## src/rtl/stream_minmax_if.sv

```systemverilog
// ---------------------------------------------------------------------------
// stream_minmax_if
//   Bundles the sample stream, the result stream and the status flag of
//   stream_minmax into one interface.
//
//   Parameters:
//     WIDTH - sample width in bits
//     LEN   - samples per window (sets the width of out_index)
//
//   Signals:
//     in_valid / in_ready / in_data  - sample handshake (producer -> block)
//     mode                           - 0 = minimum, 1 = maximum
//     out_valid / out_ready          - result handshake (block -> consumer)
//     out_data / out_index           - winning value and its window position
//     busy                           - a window is partially accumulated
//
//   Modports:
//     master - the side that feeds samples and consumes results
//     slave  - the stream_minmax block itself
// ---------------------------------------------------------------------------
interface stream_minmax_if #(
    parameter int WIDTH = 8,
    parameter int LEN   = 16
);
    localparam int IW = (LEN > 1) ? $clog2(LEN) : 1;

    logic             in_valid;
    logic             in_ready;
    logic [WIDTH-1:0] in_data;
    logic             mode;
    logic             out_valid;
    logic             out_ready;
    logic [WIDTH-1:0] out_data;
    logic [IW-1:0]    out_index;
    logic             busy;

    modport master (
        output in_valid, in_data, mode, out_ready,
        input  in_ready, out_valid, out_data, out_index, busy
    );

    modport slave (
        input  in_valid, in_data, mode, out_ready,
        output in_ready, out_valid, out_data, out_index, busy
    );
endinterface

```

## src/rtl/stream_minmax.sv

```systemverilog
// ---------------------------------------------------------------------------
// stream_minmax
//   Collects windows of LEN samples from a valid/ready stream and reports the
//   minimum (mode = 0) or maximum (mode = 1) sample of each window together
//   with its position inside the window. Ties keep the earliest position.
//   The mode sampled with the first sample of a window governs that window.
//
//   Parameters:
//     WIDTH  - sample width in bits (>= 2)
//     LEN    - samples per window (>= 1)
//     SIGNED - 0 = unsigned compare, 1 = two's-complement compare
//
//   Ports:
//     clk - rising-edge clock
//     rst - synchronous, active-high reset
//     s   - stream_minmax_if.slave (sample stream, result stream, busy)
// ---------------------------------------------------------------------------
module stream_minmax #(
    parameter int WIDTH  = 8,
    parameter int LEN    = 16,
    parameter int SIGNED = 0
) (
    input  logic           clk,
    input  logic           rst,
    stream_minmax_if.slave s
);
    localparam int IW = (LEN > 1) ? $clog2(LEN) : 1;
    // count must be able to hold LEN itself, hence LEN+1 codes
    localparam int CW = $clog2(LEN + 1);
    localparam logic [CW-1:0] LAST = CW'(LEN - 1);

    typedef enum logic [1:0] {
        IDLE,
        ACCUM,
        DONE
    } state_t;

    state_t           state, state_n;
    logic [CW-1:0]    count, count_n;
    logic [WIDTH-1:0] best, best_n;
    logic [IW-1:0]    best_idx, best_idx_n;
    logic             mode_r, mode_n;

    logic xfer;
    logic less;
    logic greater;
    logic better;

    // Compare rule is fixed at elaboration time by SIGNED.
    generate
        if (SIGNED != 0) begin : g_signed
            assign less    = $signed(s.in_data) < $signed(best);
            assign greater = $signed(s.in_data) > $signed(best);
        end else begin : g_unsigned
            assign less    = s.in_data < best;
            assign greater = s.in_data > best;
        end
    endgenerate

    // Strict comparison so that a tie never displaces the earlier winner.
    assign better = mode_r ? greater : less;
    assign xfer   = s.in_valid && s.in_ready;

    // Outputs are decoded from the state, and forced low while rst is high
    // so nothing leaks out during reset. Result fields read zero unless the
    // result is being offered.
    always_comb begin
        s.in_ready  = 1'b0;
        s.busy      = 1'b0;
        s.out_valid = 1'b0;
        s.out_data  = '0;
        s.out_index = '0;
        if (!rst) begin
            s.in_ready = (state != DONE);
            s.busy     = (state == ACCUM);
            if (state == DONE) begin
                s.out_valid = 1'b1;
                s.out_data  = best;
                s.out_index = best_idx;
            end
        end
    end

    // Next-state logic. The LEN-th sample is folded into the comparison on
    // the same edge that moves to DONE, so the result shows up one cycle
    // after the last transfer.
    always_comb begin
        state_n    = state;
        count_n    = count;
        best_n     = best;
        best_idx_n = best_idx;
        mode_n     = mode_r;
        case (state)
            IDLE: begin
                if (xfer) begin
                    best_n     = s.in_data;
                    best_idx_n = '0;
                    count_n    = CW'(1);
                    mode_n     = s.mode;
                    state_n    = (LEN == 1) ? DONE : ACCUM;
                end
            end
            ACCUM: begin
                if (xfer) begin
                    if (better) begin
                        best_n     = s.in_data;
                        best_idx_n = IW'(count);
                    end
                    count_n = count + CW'(1);
                    if (count == LAST) begin
                        state_n = DONE;
                    end
                end
            end
            DONE: begin
                if (s.out_ready) begin
                    count_n = '0;
                    state_n = IDLE;
                end
            end
            default: begin
                state_n = IDLE;
            end
        endcase
    end

    // State register with synchronous reset; reset drops any partial or
    // pending window.
    always_ff @(posedge clk) begin
        if (rst) begin
            state    <= IDLE;
            count    <= '0;
            best     <= '0;
            best_idx <= '0;
            mode_r   <= 1'b0;
        end else begin
            state    <= state_n;
            count    <= count_n;
            best     <= best_n;
            best_idx <= best_idx_n;
            mode_r   <= mode_n;
        end
    end
endmodule
```

## src/flat_wrapper.sv

```systemverilog
// flat-port wrapper written by rule: the top's interface ports become plain ports
module stream_minmax_flat 
#(
    parameter int WIDTH  = 8,
    parameter int LEN    = 16,
    parameter int SIGNED = 0
)
  (clk, rst, s_in_valid, s_in_data, s_mode, s_out_ready, s_in_ready, s_out_valid, s_out_data, s_out_index, s_busy);
  stream_minmax_if #(.WIDTH(WIDTH), .LEN(LEN)) s_i ();
  input  logic clk;
  input  logic rst;
  input wire logic [$bits(s_i.in_valid)-1:0] s_in_valid;
  input wire logic [$bits(s_i.in_data)-1:0] s_in_data;
  input wire logic [$bits(s_i.mode)-1:0] s_mode;
  input wire logic [$bits(s_i.out_ready)-1:0] s_out_ready;
  output wire logic [$bits(s_i.in_ready)-1:0] s_in_ready;
  output wire logic [$bits(s_i.out_valid)-1:0] s_out_valid;
  output wire logic [$bits(s_i.out_data)-1:0] s_out_data;
  output wire logic [$bits(s_i.out_index)-1:0] s_out_index;
  output wire logic [$bits(s_i.busy)-1:0] s_busy;
  assign s_i.in_valid = s_in_valid;
  assign s_i.in_data = s_in_data;
  assign s_i.mode = s_mode;
  assign s_i.out_ready = s_out_ready;
  assign s_in_ready = s_i.in_ready;
  assign s_out_valid = s_i.out_valid;
  assign s_out_data = s_i.out_data;
  assign s_out_index = s_i.out_index;
  assign s_busy = s_i.busy;
  stream_minmax #(.WIDTH(WIDTH), .LEN(LEN), .SIGNED(SIGNED)) u_core (.clk(clk), .rst(rst), .s(s_i));
endmodule
```

## config.mk

```make
export PLATFORM = sky130hd
export DESIGN_NAME = stream_minmax_flat
export DESIGN_NICKNAME = d
export VERILOG_FILES = /design/src/rtl/stream_minmax_if.sv /design/src/rtl/stream_minmax.sv /design/src/flat_wrapper.sv
export SDC_FILE = /design/constraint.sdc
export NUM_CORES = 1
export LEC_CHECK = 0
export ABC_AREA = 1
export CAP_MARGIN = 20
export CORE_AREA = 3 3 59 61
export CTS_CLUSTER_SIZE = 14
export DETAILED_ROUTE_END_ITERATION = 10
export DIE_AREA = 0 0 62 64
export PLACE_DENSITY = 0.73
export SETUP_SLACK_MARGIN = 0.3
export SYNTH_ARGS = -nofsm -noshare
export SYNTH_HDL_FRONTEND = slang
export SYNTH_SLANG_ARGS = --single-unit
```

## constraint.sdc

```tcl
create_clock -name clk -period 1.6 [get_ports clk]
set_input_delay 0.32 -clock clk [delete_from_list [all_inputs] [get_ports clk]]
set_output_delay 0.32 -clock clk [all_outputs]
set_load 0.005 [all_outputs]
```

==> metrics.csv <==
stage,metric,value,unit
detailed_routing,wl_met1,1.66,mm
timing,fmax,0.532,GHz
cts,cts.sinks,20,
worst_setup_path,cp.arrival,1.56,ns
cts,clock_latency,0.31,ns
placed_design,gp_congestion,0.815,
timing,slew_headroom,83.5,%
cts,clockBufferDepth,2,
run_status,violations,negative setup slack,
detailed_routing,vias_per_cell,4.88,
final_layout,fin_nets,288,
power,peakVddDrop,1.12,mV
synthesis,yosys_warnings,0,
floorplanning,die_x,62,um
final_layout,area_growth,70.6,%
cts,cts_root_buf,clkbuf_4,
final_layout,final_cell_mix,"nand2_1, nor2_1, buf_4",
synthesis,syn_nets,222,
timing,worst_pin_slew,0.248,ns
timing,maxSlewViolCount,0,
worst_setup_path,reg2reg_slack,-0.24,ns
detailed_routing,first_pass_iters,4,
final_layout,antenna_cells,0,
cts,clk_pin_slew,0.12,ns
global_route,grt_overflow,0,
timing,hold_violations,0,
detailed_routing,vias,1484,
floorplanning,num_rows,20,
timing,fin_crit_sh,118,%
detailed_routing,drc,0,
floorplanning,ios,28,
detailed_routing,wl,3.93,mm
detailed_routing,ant_nets,0,
power,p_leak,1.01,nW
timing,whs,0.482,ns
detailed_routing,wl_met2,2.02,mm
detailed_routing,wl_per_cell,12.9,um
synthesis,synthDistinctLibCells,28,
cts,cts_made_buffers,3,
worst_setup_path,critPathLaunchType,flop,
global_route,grt_max_degree,13,
floorplanning,fp.dieH,64,um
synthesis,synth.area.top_cells,"dfxtp_1, ha_1, nand2_1",
run_status,outcome,"complete, but fails checks",
floorplanning,core-area,3030,um2
worst_setup_path,cp-end-kind,primary output,
synthesis,synth_area,1350,um2
timing,rsz0062_at_grt,true,
detailed_routing,routed.top_layer,met4,
placed_design,numPortBuffers,27,
power,powerDensity,1500,nW/um2
worst_setup_path,crit_required,1.28,ns
synthesis,synth_top_area_share,29.6,%
detailed_routing,routed-wl-met3,188,um
final_layout,layout.cells.most_common,nand2_1,
timing,setup_slack,-0.281,ns
placed_design,pre_cts_ws,-0.492,ns
floorplanning,die_area,3970,um2
global_route,grt_pass1_wl,6.45,mm
detailed_routing,drt-initial-drc-count,57,
global_route,track_usage,21.3,%
placed_design,dp_hpwl,2.40,mm
job,drv_cap,0,
worst_setup_path,critPathMaxFanout,3,
global_route,grt_pass1_vias,1423,
worst_setup_path,timing_worst_setup_path_type,reg2out,
synthesis,avgSynthCellArea,6.94,um2
timing,clock_skew,0.0146,ns
synthesis,ys_ff_latch,20,
placed_design,dp_cells,282,
floorplanning,floorplan.initialDensity,44.7,%
cts,htreeDepth,1,
worst_hold_path,hp-class,reg2reg,
cts,cts_tree,yes,
final_layout,stdcell_count,304,
synthesis,synth_area_leader_cell,dfxtp_1,
timing,setup_viol_count_final,33,
synthesis,syn_inst,195,
final_layout,drive_gt1_share,53.1,%
synthesis,synth_seq_area_share,29.6,%
timing,min_period,1.88,ns
global_route,antenna_found_initial,0,
power breakdown:
group | internal [W] | switching, W
clock network | 0.000253 | 0.000171
registers | 0.000637 | 0.0000896
logic | 0.00107 | 0.00123
total | 0.00196 | 0.00149
critical path, stage by stage (launching register included):
cell      delay, ns
dfxtp_2        0.35
inv_2          0.08
ha_4           0.15
inv_4          0.04
nor2_4         0.15
clkinv_4       0.09
buf_6          0.13
buf_6          0.10
nor2_2         0.06
buf_2          0.11
cell families after synthesis:
| kind of cell | Yosys count | synth area share (%) |
|---|---|---|
| buffers and inverters | 34 | 11.5 |
| and+or+nand+nor | 97 | 32.7 |
| AOI/OAI and AO/OA | 29 | 12.6 |
| adders and majority gates | 14 | 13.0 |
| DFF | 20 | 29.6 |
| xor gates and xnor gates | 1 | 0.648 |
final cells by class:
type                    count  area [um2]
repair inverters            1        11.3
fillers                   212         721
well taps                  44        55.1
inverters                  27         118
flip-flops and latches     20         410
clock inverters             1        30.0
repair buffers             67         557
clock buffers               3        22.5
multi-input cells         141        1100
synth_stat cells:
| library cell | n |
|---|---|
| a211oi_1 | 2 |
| a21o_1 | 1 |
| a21oi_1 | 18 |
| a21oi_2 | 2 |
| a221oi_2 | 1 |
| buf_2 | 4 |
| buf_4 | 1 |
| buf_6 | 2 |
| clkinv_1 | 1 |
| clkinv_2 | 1 |
| dfxtp_1 | 20 |
| ha_1 | 14 |
| inv_1 | 23 |
| inv_2 | 1 |
| inv_4 | 1 |
| nand2_1 | 39 |
| nand2_2 | 2 |
| nand2_4 | 1 |
| nand3_1 | 6 |
| nand3_2 | 1 |
| nand3b_1 | 7 |
| nand4_1 | 1 |
| nand4_2 | 1 |
| nor2_1 | 35 |
| nor2_2 | 3 |
| nor2_4 | 1 |
| o21ai_0 | 5 |
| xor2_1 | 1 |
final timing paths:
| check | startpoint | endpoint | cells past startpoint |
|---|---|---|---|
| worst max-delay path | u_core.state[0]$_SDFFE_PP0P_ | s_out_data[3] | 9 |
| worst min-delay path | u_core.best[1]$_SDFFE_PP0P_ | u_core.best[1]$_SDFFE_PP0P_ | 2 |
| worst max register to register | u_core.state[0]$_SDFFE_PP0P_ | u_core.best[2]$_SDFFE_PP0P_ | 12 |
| worst min register to register | u_core.best[1]$_SDFFE_PP0P_ | u_core.best[1]$_SDFFE_PP0P_ | 2 |
what timing repair did:
item	4_1_cts	5_1_grt
buffers inserted	12	3
setup endpoints to repair	34	35
hold buffers	0	0
pin swaps	28	19
gates cloned	3	0
gates resized for setup	110	31
routing by layer:
| layer | track usage [%] | vias up |
|---|---|---|
| li1 | - | 751 |
| met1 | 27.7 | 681 |
| met2 | 35.4 | 46 |
| met3 | 3.64 | 6 |
| met4 | 5.57 | 0 |
| met5 | 0 | - |
flip-flops by register name, indices dropped and copies added, names as in the netlist:
name / flops
u_core.state: 2
u_core.best_idx: 4
u_core.count: 5
u_core.best: 8
u_core.mode_r: 1
per-stage QoR:
| stage | instance area (um2) | utilization, % | power [W] | TNS, ns |
|---|---|---|---|---|
| after floorplan | 1480 | - | 0.00181 | 0 |
| after global placement | 1920 | 63.6 | 0.00229 | -12.05 |
| after detailed placement | 1920 | 63.6 | 0.00233 | -12.60 |
| after CTS | 2190 | 72.2 | 0.00320 | -3.19 |
| after global routing | 2310 | 76.2 | 0.00371 | -8.59 |
| final | 2310 | 76.2 | 0.00345 | -5.60 |
(Power assumes the default switching activity.)
